--- config.mk ---
export PLATFORM = sky130hd
export DESIGN_NAME = mem_arbiter
export DESIGN_NICKNAME = d
export VERILOG_FILES = /design/src/rtl/mem_arbiter.sv
export SDC_FILE = /design/constraint.sdc
export NUM_CORES = 1
export LEC_CHECK = 0
export ABC_CLOCK_PERIOD_IN_PS = 3200
export BUFFER_PORTS_ARGS = -buffer_cell sky130_fd_sc_hd__buf_2
export CORE_AREA = 2 2 120 122
export CTS_BUF_LIST = sky130_fd_sc_hd__clkbuf_4 sky130_fd_sc_hd__clkbuf_8
export CTS_CLUSTER_DIAMETER = 30
export DETAILED_ROUTE_END_ITERATION = 10
export DIE_AREA = 0 0 122 124
export SLEW_MARGIN = 20
export SYNTH_ARGS = -nofsm -noshare
export SYNTH_HDL_FRONTEND = slang
export SYNTH_SLANG_ARGS = --single-unit
--- constraint.sdc ---
create_clock -name clk -period 3.2 [get_ports clk]
set_input_delay 0 -clock clk [delete_from_list [all_inputs] [get_ports clk]]
set_output_delay 0 -clock clk [all_outputs]
set_load 0.03 [all_outputs]
--- src/rtl/mem_arbiter.sv ---
// mem_arbiter: shares the single memory-controller port between the core
// (port 0) and the UART program loader (port 1). One transaction is accepted
// per cycle and registered onto the memory bus. A tag pipe remembers which
// port issued each read, so that the read data is flagged to that port.
// Arbitration is round-robin, or loader-first while prog is high.
module mem_arbiter #(
  parameter int ADDR_W = 32,
  parameter int DATA_W = 32,
  parameter int RD_LAT = 1
) (
  input  logic              clk,
  input  logic              Rst,
  input  logic              prog,
  input  logic              req0,
  input  logic              we0,
  input  logic [3:0]        en0,
  input  logic [ADDR_W-1:0] addr0,
  input  logic [DATA_W-1:0] din0,
  output logic              gnt0,
  output logic              rvalid0,
  output logic [DATA_W-1:0] dout0,
  input  logic              req1,
  input  logic              we1,
  input  logic [3:0]        en1,
  input  logic [ADDR_W-1:0] addr1,
  input  logic [DATA_W-1:0] din1,
  output logic              gnt1,
  output logic              rvalid1,
  output logic [DATA_W-1:0] dout1,
  output logic              mem_wea,
  output logic [3:0]        mem_en,
  output logic [ADDR_W-1:0] mem_addr,
  output logic [DATA_W-1:0] mem_din,
  input  logic [DATA_W-1:0] mem_dout,
  output logic              busy
);

  // Port that won the most recent transfer; 1 after reset so the core wins
  // the first contention.
  logic              last;
  logic              xfer;
  logic              sel;
  logic              sel_we;
  logic [3:0]        sel_en;
  logic [ADDR_W-1:0] sel_addr;
  logic [DATA_W-1:0] sel_din;

  // Issue-cycle read marker and the port that issued it.
  logic              vld_p1;
  logic              port_p1;

  // Read tag pipe; index RD_LAT-1 lines up with mem_dout.
  logic [RD_LAT-1:0] vld_p2;
  logic [RD_LAT-1:0] port_p2;

  // ---- request stage: combinational grant and request mux ----

  // Port 1 wins under prog, when alone, or when port 0 was served last.
  always_comb begin
    gnt0 = 1'b0;
    gnt1 = 1'b0;
    if (Rst) begin
      gnt1 = req1 & (prog | ~req0 | ~last);
      gnt0 = req0 & ~gnt1;
    end
  end

  assign xfer     = gnt0 | gnt1;
  assign sel      = gnt1;
  assign sel_we   = sel ? we1   : we0;
  assign sel_en   = sel ? en1   : en0;
  assign sel_addr = sel ? addr1 : addr0;
  assign sel_din  = sel ? din1  : din0;

  // ---- issue stage: transaction registered onto the memory bus ----

  // Register the granted transaction; idle cycles strobe nothing but keep address/data.
  always_ff @(posedge clk or negedge Rst) begin
    if (!Rst) begin
      mem_wea  <= 1'b0;
      mem_en   <= 4'h0;
      mem_addr <= '0;
      mem_din  <= '0;
      vld_p1   <= 1'b0;
      port_p1  <= 1'b0;
      last     <= 1'b1;
    end else begin
      mem_wea <= 1'b0;
      mem_en  <= 4'h0;
      vld_p1  <= 1'b0;
      if (xfer) begin
        mem_wea  <= sel_we;
        mem_en   <= sel_en;
        mem_addr <= sel_addr;
        mem_din  <= sel_din;
        vld_p1   <= ~sel_we;
        port_p1  <= sel;
        last     <= sel;
      end
    end
  end

  // ---- return stage: tag pipe tracking reads through memory latency ----

  generate
    if (RD_LAT == 1) begin : g_tag_one
      // Single-stage tag: the issue-cycle tag lands directly at the output.
      always_ff @(posedge clk or negedge Rst) begin
        if (!Rst) begin
          vld_p2  <= '0;
          port_p2 <= '0;
        end else begin
          vld_p2  <= vld_p1;
          port_p2 <= port_p1;
        end
      end
    end else begin : g_tag_many
      // Shift the issue-cycle tag one stage per clock toward the output.
      always_ff @(posedge clk or negedge Rst) begin
        if (!Rst) begin
          vld_p2  <= '0;
          port_p2 <= '0;
        end else begin
          vld_p2  <= {vld_p2[RD_LAT-2:0], vld_p1};
          port_p2 <= {port_p2[RD_LAT-2:0], port_p1};
        end
      end
    end
  endgenerate

  assign rvalid0 = vld_p2[RD_LAT-1] & ~port_p2[RD_LAT-1];
  assign rvalid1 = vld_p2[RD_LAT-1] &  port_p2[RD_LAT-1];
  assign dout0   = mem_dout;
  assign dout1   = mem_dout;
  assign busy    = (|mem_en) | (|vld_p2);

endmodule

==> results of run 1 <==
==> per-stage QoR <==
| stage | util | area, sq um | setup slack, ns | hold WS, ns |
|---|---|---|---|---|
| after floorplan | - | 3770 | 1.78 | -0.296 |
| after global placement | 0.328 | 4510 | 1.11 | -0.0150 |
| after detailed placement | 0.329 | 4510 | 1.08 | -0.00518 |
==> cells by family after synthesis <==
group                  after synthesis  synth area share
DFF                                 74             0.492
AOI/OAI and AO/OA                   74             0.207
buffers and inverters               88             0.162
and+or+nand+nor                     89             0.139
==> results.txt, run 1 <==
- The run stopped with a tool error.
* Stopped at: clock tree synthesis (4_1_cts)
- Error text reported by the tool: [ERROR RSZ-0060] Max buffer count reached.
* Setup Fix Bufs, Post-CTS: 0
- In this run the deepest clock path goes through 2 buffers.
* Horizontal die dimension: 122 microns
* Synth Register Bits: 74
- Leading cell types by total area after synthesis: sky130_fd_sc_hd__dfrtp_1 (49%), sky130_fd_sc_hd__o221a_1 (15%), sky130_fd_sc_hd__buf_4 (13%), sky130_fd_sc_hd__nand2b_1 (11%), sky130_fd_sc_hd__o221a_2 (4.5%)
- Cts-stage hold buffer count: 133
* Num ports: 313
- Count of clock tree sinks: 74
- Top cells by instance count after synthesis: sky130_fd_sc_hd__dfrtp_1 (73), sky130_fd_sc_hd__buf_4 (65), sky130_fd_sc_hd__nand2b_1 (65)
- A synthesized cell averages 11.6 sq um.
- The number of gates resized after CTS was 0.
* Max H-tree Level: 3
* Net count after synthesis: 500
- Most area-hungry cell type in the Yosys netlist: sky130_fd_sc_hd__dfrtp_1
* Summed instance area of the synthesized netlist: 3770 sq um
- Instance count after placement with tap cells included: 638
- Yosys mapped the design onto 26 distinct sky130hd cell types.
* CTS buffer count: 9
- Leading register cell type out of synthesis: sky130_fd_sc_hd__dfrtp_1
- Among all cell types in the netlist, the one instantiated most often is sky130_fd_sc_hd__dfrtp_1.
* Async SR Flop Fraction: 1.00
* Initial core utilization: 0.275
- Buffer cell driving the clock tree root: sky130_fd_sc_hd__clkbuf_8
* Proportion of netlist area held by the largest area contributor: 0.485
- Counting flops with a built-in enable in the synthesized netlist gives 0.
- From bottom edge to top edge, the die measures 124 microns.
* Count of warnings emitted by yosys: 0
- Routability-driven placement finished with a final weighted congestion of 0.720.
- Register area share after synthesis: 0.492
- The wire-length estimate of the detail-placed layout is 7590 microns.
* Number of placement rows: 43
- Gate count after technology mapping: 325
* Count of input and output buffers: 216
==> run 2: changes to the inputs <==
Settings changed: CORE_AREA 2 2 120 122 to unset, CORE_UTILIZATION set to 22, CTS_BUF_LIST sky130_fd_sc_hd__clkbuf_4 sky130_fd_sc_hd__clkbuf_8 to unset, CTS_CLUSTER_DIAMETER 30 to unset, DIE_AREA 0 0 122 124 to unset, PLACE_DENSITY_LB_ADDON set to 0.15.
==> results.txt, run 2 <==
- The flow ran to the end, and the final reports show no timing, DRC or antenna violations.
- Leading cell types by total area after synthesis: sky130_fd_sc_hd__dfrtp_1 (49%), sky130_fd_sc_hd__o221a_1 (15%), sky130_fd_sc_hd__buf_4 (13%), sky130_fd_sc_hd__nand2b_1 (11%), sky130_fd_sc_hd__o221a_2 (4.5%)
* Top library cells by usage in the layout, fill and taps aside: sky130_fd_sc_hd__buf_2 (215), sky130_fd_sc_hd__dlygate4sd3_1 (139), sky130_fd_sc_hd__dfrtp_1 (73), sky130_fd_sc_hd__nand2b_1 (65), sky130_fd_sc_hd__o221a_1 (49)
- Of the cells placed in the final design, the portion with a size suffix greater than 1 is 0.417.
* Worst-case setup slack after placement: 1.17 ns
- Most numerous cell in the Yosys netlist: sky130_fd_sc_hd__dfrtp_1
* Max rail drop VDD: 0.230 mV
- DRC violations left: 0
* Final period demand of the worst path: 2.77 ns
* Vias in the first global route: 3841
- For this run, the number of Yosys warnings is 0.
- Once the clock tree was built, the resizer swapped 0 gates to a different size.
- Synthesis-to-layout area growth: 67.8%
* Highest attainable clock frequency: 361 MHz
- Clock insertion delay at the later pin of the skew report: 0.34 ns
* Clock transition at the register clock pins on the worst setup and hold paths after CTS: 0.06 ns
- Wire length after detailed routing: 12200 microns
* Total Die Area: 17600 sq um
- Post-detailed-placement half-perimeter wirelength: 7640 microns
* First-pass DRT Iterations: 4
* Count of clock tree sinks: 74
- Of all cell types, the one taking the most synthesized area is sky130_fd_sc_hd__dfrtp_1.
- STA puts the critical path data arrival time at 2.98 ns.
* Data required time of the critical path: 3.41 ns
- TritonCTS built the clock tree.
- RSZ-0062 raised after global routing: false
- Setup TNS: 0 ns
- In the global route stage, met1 resource usage came out at 0.149.
* Number of enable-type register cells in the synthesized netlist: 0
- Leading register cell type out of synthesis: sky130_fd_sc_hd__dfrtp_1
- Placer's final routability congestion estimate: 0.804
- Entering global routing, the biggest net connects 44 pins.
* Async SR Flop Fraction: 1.00
- By count the netlist is led by sky130_fd_sc_hd__dfrtp_1 (73), sky130_fd_sc_hd__buf_4 (65), sky130_fd_sc_hd__nand2b_1 (65).
- Class of the tightest hold or removal check: primary input to primary output
- Synthesis produced 325 cells.
* Endpoint type of the worst setup path: flop
- 313 I/O pins were placed.
* Commonest non-fill, non-tap cell in the layout: sky130_fd_sc_hd__buf_2
- The critical path is of the primary input to flop type.
- Of all nets on the critical path, the largest fanout is 37.
* Max H-tree Level: 3
* Registers with the most flip-flops: mem_addr: 32 flops, mem_din: 32 flops, mem_en: 4 flops
- Of the total synthesized cell area, the portion taken by XOR and XNOR cells is 0.
- Die H: 133 microns
- Of the available clock period, the critical path in the final layout requires 0.865.
- Summed instance area of the synthesized netlist: 3770 sq um
* Violation count after the first detailed-route iteration: 121
- GR Util met2: 0.251
- For this run, the total global-route usage over all layers was measured as 0.138.
- By area, the combinational part of the netlist is dominated by compound AO/OA/AOI/OAI gates.
- ANT nets after route: 0
- The number of nets in the synthesized netlist is 500.
- After detailed routing, the average wire length per cell comes to 14.6 microns.
- After layout, the worst setup slack is 0.433 ns.
- Peak-usage layer in the global routing report: met2
- Total overflow reported by the global router: 0
- Clock tree synthesis inserted a total of 9 buffers.
* Max Root-Sink Buffers: 2
- Post-synthesis simple-gate area fraction: 0.139
* Diodes inserted: 0
- Max-cap violations in this run came to 0.
- Synthesized-area fraction occupied by ao, oa, aoi and oai cells: 0.207
- Count of endpoints failing setup in the final report: 0
- Proportion of netlist area held by the largest area contributor: 0.485
- Share of synthesized area spent on multiplexers: 0
* Slew at the pin closest to its max-slew limit: 0.944 ns
- The worst pin sits at a relative slew slack of 0.368.
- The first global-routing pass estimated 18900 microns of wire.
- Summing all non-filler instances in the final layout gives an area of 6320 sq um.
- Initial antenna violation count: 0
- Count of input and output buffers: 216
* Post-synth cell types: 26
- The max-slew violation total from the final report is 0.
- Endpoints failing hold: 0
- Met3 demand-to-capacity share in global routing: 0.0318
* Horizontal die dimension: 133 microns
- Leakage power: 2.81 nW
- After synthesis, the mean cell area works out to 11.6 sq um.
- Of the synthesized area, sequential elements account for 0.492.
* Cts-stage hold buffer count: 139
* Vias per cell: 4.28
- Setup Fix Bufs, Post-CTS: 0
- After synthesis the netlist holds a flip-flop and latch count of 74.
- Of the total synthesized cell area, the portion taken by full adders, half adders and majority gates is 0.
- Startpoint type of the worst setup path: primary input
- The core region is 16600 sq um.
- After detailed placement, the total cell area comes to 4590 sq um.
* Number of placement rows: 47
* Nets@finish: 784
- In this run the clock root is driven by a sky130_fd_sc_hd__clkbuf_16.
* Count of vias placed by the detailed router: 3568
* Power Density: 523 nW/um^2
- Initial core utilization: 0.226
- Setup clock skew after layout: 0.00883 ns
-- run 2: cell counts after synthesis --
No cell type changed its count.
-- run 2: area by class of cell --
type	instances	area, sq um
inverter	2	7.51
sequential	74	1850
multi-input combinational	163	1310
fill	1645	10300
timing repair buffer	359	2530
tap	220	275
clock inverter	4	72.6
clock buffer	12	267
-- run 2: final timing paths --
check                            startpoint                       end  slack [ns]  depth (start not counted)
setup reg to reg           last$_DFFE_PN1P_    mem_din[5]$_DFFE_PN0P_        0.64                          5
setup / recovery                        Rst    mem_din[5]$_DFFE_PN0P_        0.43                          7
max in group asynchronous               Rst  mem_addr[24]$_DFFE_PN0P_        2.06                          3
hold / removal                 mem_dout[17]                 dout1[17]     0.00002                          0
min in group asynchronous               Rst  mem_addr[22]$_DFFE_PN0P_        0.18                          2
hold reg to reg            vld_p1$_DFF_PN0_          vld_p2$_DFF_PN0_        0.35                          0
-- run 2: through the flow --
step                      cells   util  power [W]  hold WS [ns]
after detailed placement    679  0.276    0.00193      -0.00172
final                       834  0.380    0.00330     0.0000175
after CTS                   834  0.380    0.00334      0.000316
after global placement      679  0.276    0.00193      0.000316
after global routing        834  0.380    0.00346     0.0000649
after floorplan             325      -    0.00178        -0.296
-- run 2: cells by family after synthesis --
group	after synthesis
AO/OA/AOI/OAI	74
flip-flops	74
buffers and inverters	88
AND/OR/NAND/NOR	89
-- run 2: power breakdown --
group | internal [W] | leakage, nW | switching [W]
Combinational | 0.000514 | 1.82 | 0.000520
Sequential | 0.00106 | 0.830 | 0.0000621
Clock | 0.000745 | 0.165 | 0.000397
-- run 2: worst max-delay path: stages --
cell	delay (ns)
sky130_fd_sc_hd__dlygate4sd3_1	0.54
sky130_fd_sc_hd__buf_4	0.42
sky130_fd_sc_hd__and2_1	0.32
sky130_fd_sc_hd__nand2_2	0.46
sky130_fd_sc_hd__buf_12	0.37
sky130_fd_sc_hd__o221a_1	0.26
sky130_fd_sc_hd__dlygate4sd3_1	0.58
-- run 2: layer usage --
metal / vias up / wire, microns
met5: - / 0
li1: 1680 / -
met3: 29 / 800
met1: 1695 / 4890
met4: 0 / 276
met2: 164 / 6210
(Power assumes the default switching activity.)
==> run 3: changes to the inputs <==
Settings changed: RECOVER_POWER set to 50.
==> results.txt, run 3 (synthesized netlist as in run 2, its figures left out) <==
- The die is 133 microns tall.
- Relative contribution of the clock network to total power: 0.348
* Number of pins with negative max-slew slack in the final report: 0
* Registers with the most flip-flops: mem_addr: 32 flops, mem_din: 32 flops, mem_en: 4 flops
- Entering global routing, the biggest net connects 44 pins.
- The internal power of the cells totals 0.00230 W.
* Wire length after detailed routing: 12200 microns
- The final layout contains 784 nets.
* Tot GR Track Use: 0.138
- The min-delay analysis places its worst path in the category primary input to primary output.
* Leakage power: 2.70 nW
- ANT nets after route: 0
* Commonest non-fill, non-tap cell in the layout: sky130_fd_sc_hd__buf_2
* Slew at the pin closest to its max-slew limit: 0.939 ns
- Fraction of power spent switching nets: 0.299
- The die covers 17600 sq um.
* Setup TNS: 0 ns
* RSZ-0062 raised after global routing: false
- Using the TritonRoute via totals, the vias-per-cell ratio works out to 4.28.
* Quantity of gates resized following cts: 0
- Instance count along the most critical hold path: 0
- Of the cells placed in the final design, the portion with a size suffix greater than 1 is 0.342.
- The tree is rooted in a sky130_fd_sc_hd__clkbuf_16.
- The detailed router finished its first iteration with 132 violations.
- CTS buffer count: 9
- Max FO, Critical Path: 37
- Number of placement rows: 47
* Count of clock tree sinks: 74
- The floorplan step defined a core boundary enclosing 16600 sq um.
- The number of global-route vias before repair came to 3841.
- The most numerous cell type found on the critical path is sky130_fd_sc_hd__dlygate4sd3_1.
- Total overflow reported by the global router: 0
- The die is 133 microns wide.
- Ordered cell list for the critical path: dlygate4sd3_1 > buf_4 > and2_1 > nand2_2 > buf_12 > o221a_1 > dlygate4sd3_1
* Setup Fix Bufs, Post-CTS: 0
- Number of maximum-capacitance constraint violations: 0
- The finished layout holds 834 standard cells, fillers aside.
* Num ports: 313
- The H-tree was split into 3 levels.
- Relative slew slack: 0.371
- Worst endpoint data arrival time: 2.98 ns
- On the worst path, the slowest cell contributes a delay of 0.58 ns.
- Combinational share of power: 0.308
- Endpoint type of the worst setup path: flop
* Synthesis-to-layout area growth: 66.2%
- Detailed placement finished with a half-perimeter wire length of 7640 microns.
- Initial antenna violation count: 0
* First-pass DRT Iterations: 4
* Final instance area: 6260 sq um
- Cell area reported after detailed placement: 4590 sq um
* Max Root-Sink Buffers: 2
- Highest attainable clock frequency: 361 MHz
- Power spread over the standard cell area amounts to 525 nW/um^2.
* Instance count after placement with tap cells included: 679
- Setup clock skew after layout: 0.00899 ns
- The routed layout has 3568 vias.
- After detailed routing, the number of remaining DRC violations is 0.
* WL per Instance: 14.6 microns
* Diodes inserted: 0
- Max rail drop VDD: 0.230 mV
- Count of endpoints failing setup in the final report: 0
* Relative contribution of sequential cells to total power: 0.344
* Endpoints failing hold: 0
- Clock-pin slew was measured on the worst setup and hold paths at 0.06 ns.
- Fillers: 1665
* Placer's final routability congestion estimate: 0.804
- By startpoint and endpoint, the worst setup path is classified as primary input to flop.
- Data required time of the critical path: 3.41 ns
- Run status: finished, final reports clean
* Psw: 0.000983 W
* TritonCTS clock tree: done
- Final period demand of the worst path: 2.77 ns
* R2R cell count: 5
* Clock insertion delay at the later pin of the skew report: 0.34 ns
- Initial core utilization: 0.226
- The first global-routing pass estimated 18900 microns of wire.
- Count of input and output buffers: 216
- Fraction of the cycle the final worst path needs: 0.865
- STA classifies the critical path startpoint as a primary input.
- Top library cells by usage in the layout, fill and taps aside: sky130_fd_sc_hd__buf_2 (169), sky130_fd_sc_hd__dlygate4sd3_1 (139), sky130_fd_sc_hd__dfrtp_1 (73), sky130_fd_sc_hd__nand2b_1 (65), sky130_fd_sc_hd__o221a_1 (49)
- For this design, the slowest cell found on the critical path is sky130_fd_sc_hd__dlygate4sd3_1.
-- run 3: power groups by stage --
stage,logic [W],registers (W),clock network (W)
after floorplan,0.000402,0.00138,0
after global placement,0.000791,0.00114,0
after detailed placement,0.000797,0.00114,0
after CTS,0.00103,0.00113,0.00118
after global routing,0.00108,0.00115,0.00121
final,0.00101,0.00113,0.00114
-- run 3: path summary, 6_finish.rpt --
check                            startpoint                        to  slack [ns]
setup / recovery                        Rst    mem_din[5]$_DFFE_PN0P_        0.43
hold / removal                 mem_dout[17]                 dout1[17]     0.00002
setup reg to reg           last$_DFFE_PN1P_    mem_din[5]$_DFFE_PN0P_        0.64
hold reg to reg            vld_p1$_DFF_PN0_          vld_p2$_DFF_PN0_        0.35
max in group asynchronous               Rst  mem_addr[24]$_DFFE_PN0P_        2.06
min in group asynchronous               Rst  mem_addr[22]$_DFFE_PN0P_        0.18
-- run 3: per-layer routing --
metal	global-route usage	part of all wire
met4	0.0683	0.023
met1	0.149	0.40
met3	0.0318	0.067
met2	0.251	0.51
met5	0	0
-- run 3: final cells by class --
class | instances | area [sq um] | area share
multi-input combinational | 163 | 1310 | 0.210
clock buffer | 12 | 267 | 0.0426
sequential | 74 | 1850 | 0.296
tap | 220 | 275 | 0.0440
clock inverter | 4 | 72.6 | 0.0116
timing repair buffer | 359 | 2470 | 0.395
inverter | 2 | 7.51 | 0.00120
-- run 3: repair_timing --
item / CTS / global route
setup endpoints to repair: 0 / 0
hold buffers: 139 / 0
endpoints found under the hold margin: 100 / 0
-- run 3: worst max-delay path, delay by kind of cell --
family	cells	cell delay, ns
buf+inv	4	1.91
simple gates	2	0.78
compound gates	1	0.26
-- run 3: per-stage QoR --
stage / hold WS (ns) / utilization / setup WS (ns) / power, W
finish: 0.0000175 / 0.376 / 0.430 / 0.00328
global route: 0.0000649 / 0.376 / 0.237 / 0.00344
CTS: 0.000316 / 0.380 / 0.416 / 0.00334
detailed placement: -0.00172 / 0.276 / 1.17 / 0.00193
global placement: 0.000316 / 0.276 / 1.21 / 0.00193
floorplan: -0.296 / - / 1.78 / 0.00178
==> run 4: changes to the inputs <==
Settings changed: HOLD_SLACK_MARGIN set to 0.05.
==> results.txt, run 4 <==
- Run status: stopped before the end
* Stopped at: clock tree synthesis (4_1_cts)
- The first error in the log reads "[ERROR RSZ-0060] Max buffer count reached".
- After synthesis, the largest family of logic cells by area is compound AO/OA/AOI/OAI gates.
- Most area-hungry cell type in the Yosys netlist: sky130_fd_sc_hd__dfrtp_1
* Gate count after technology mapping: 325
- Counting every net in the synthesized netlist gives 500.
- Setup Fix Bufs, Post-CTS: 0
- In the post-synthesis netlist, the biggest area contributors are sky130_fd_sc_hd__dfrtp_1 (49%), sky130_fd_sc_hd__o221a_1 (15%), sky130_fd_sc_hd__buf_4 (13%), sky130_fd_sc_hd__nand2b_1 (11%), sky130_fd_sc_hd__o221a_2 (4.5%).
* Synth Register Bits: 74
- In this run the tool buffered the top-level ports with 216 buffer cells.
- The die is 133 microns wide.
- Most numerous cell in the Yosys netlist: sky130_fd_sc_hd__dfrtp_1
* Initial core utilization: 0.226
* Buffer cell driving the clock tree root: sky130_fd_sc_hd__clkbuf_16
* Number of placement rows: 47
- Summing every instance area after synthesis gives 3770 sq um.
* Top cells by instance count after synthesis: sky130_fd_sc_hd__dfrtp_1 (73), sky130_fd_sc_hd__buf_4 (65), sky130_fd_sc_hd__nand2b_1 (65)
- For this design, the sink count on the clock tree is 74.
- Register area share after synthesis: 0.492
* Count of warnings emitted by yosys: 0
- Proportion of netlist area held by the largest area contributor: 0.485
- CTS buffer count: 9
- Num ports: 313
- Number of enable-type register cells in the synthesized netlist: 0
- Once the clock tree was built, the resizer swapped 0 gates to a different size.
- Post-synthesis simple-gate area fraction: 0.139
- Max Root-Sink Buffers: 2
- The average instance in the mapped netlist occupies 11.6 sq um.
- Leading register cell type out of synthesis: sky130_fd_sc_hd__dfrtp_1
* Placer's final routability congestion estimate: 0.804
- Max H-tree Level: 3
- After synthesis, the share of flip-flops with an asynchronous set or reset is 1.00.
* Post-detailed-placement half-perimeter wirelength: 7640 microns
- Die H: 133 microns
* Post-synth cell types: 26
- Of the total synthesized cell area, the portion taken by full adders, half adders and majority gates is 0.
- The portion of synthesized area spent on multiplexers is 0.
- The post-synthesis compound-gate area fraction is 0.207.
- Xor and xnor fraction of the mapped netlist area: 0
- Cts-stage hold buffer count: 140
## run 4: cell counts after synthesis
Identical to the previous run, type by type.
## run 4: logic make-up after synthesis
logic type / after synthesis
AOI/OAI and AO/OA: 74
and+or+nand+nor: 89
buffers and inverters: 88
DFF: 74
## run 4: stage by stage
step	std cells	util	hold slack, ns	cell area [sq um]	setup slack [ns]
after global placement	679	0.276	0.000316	4590	1.21
after floorplan	325	-	-0.296	3770	1.78
after detailed placement	679	0.276	-0.00172	4590	1.17
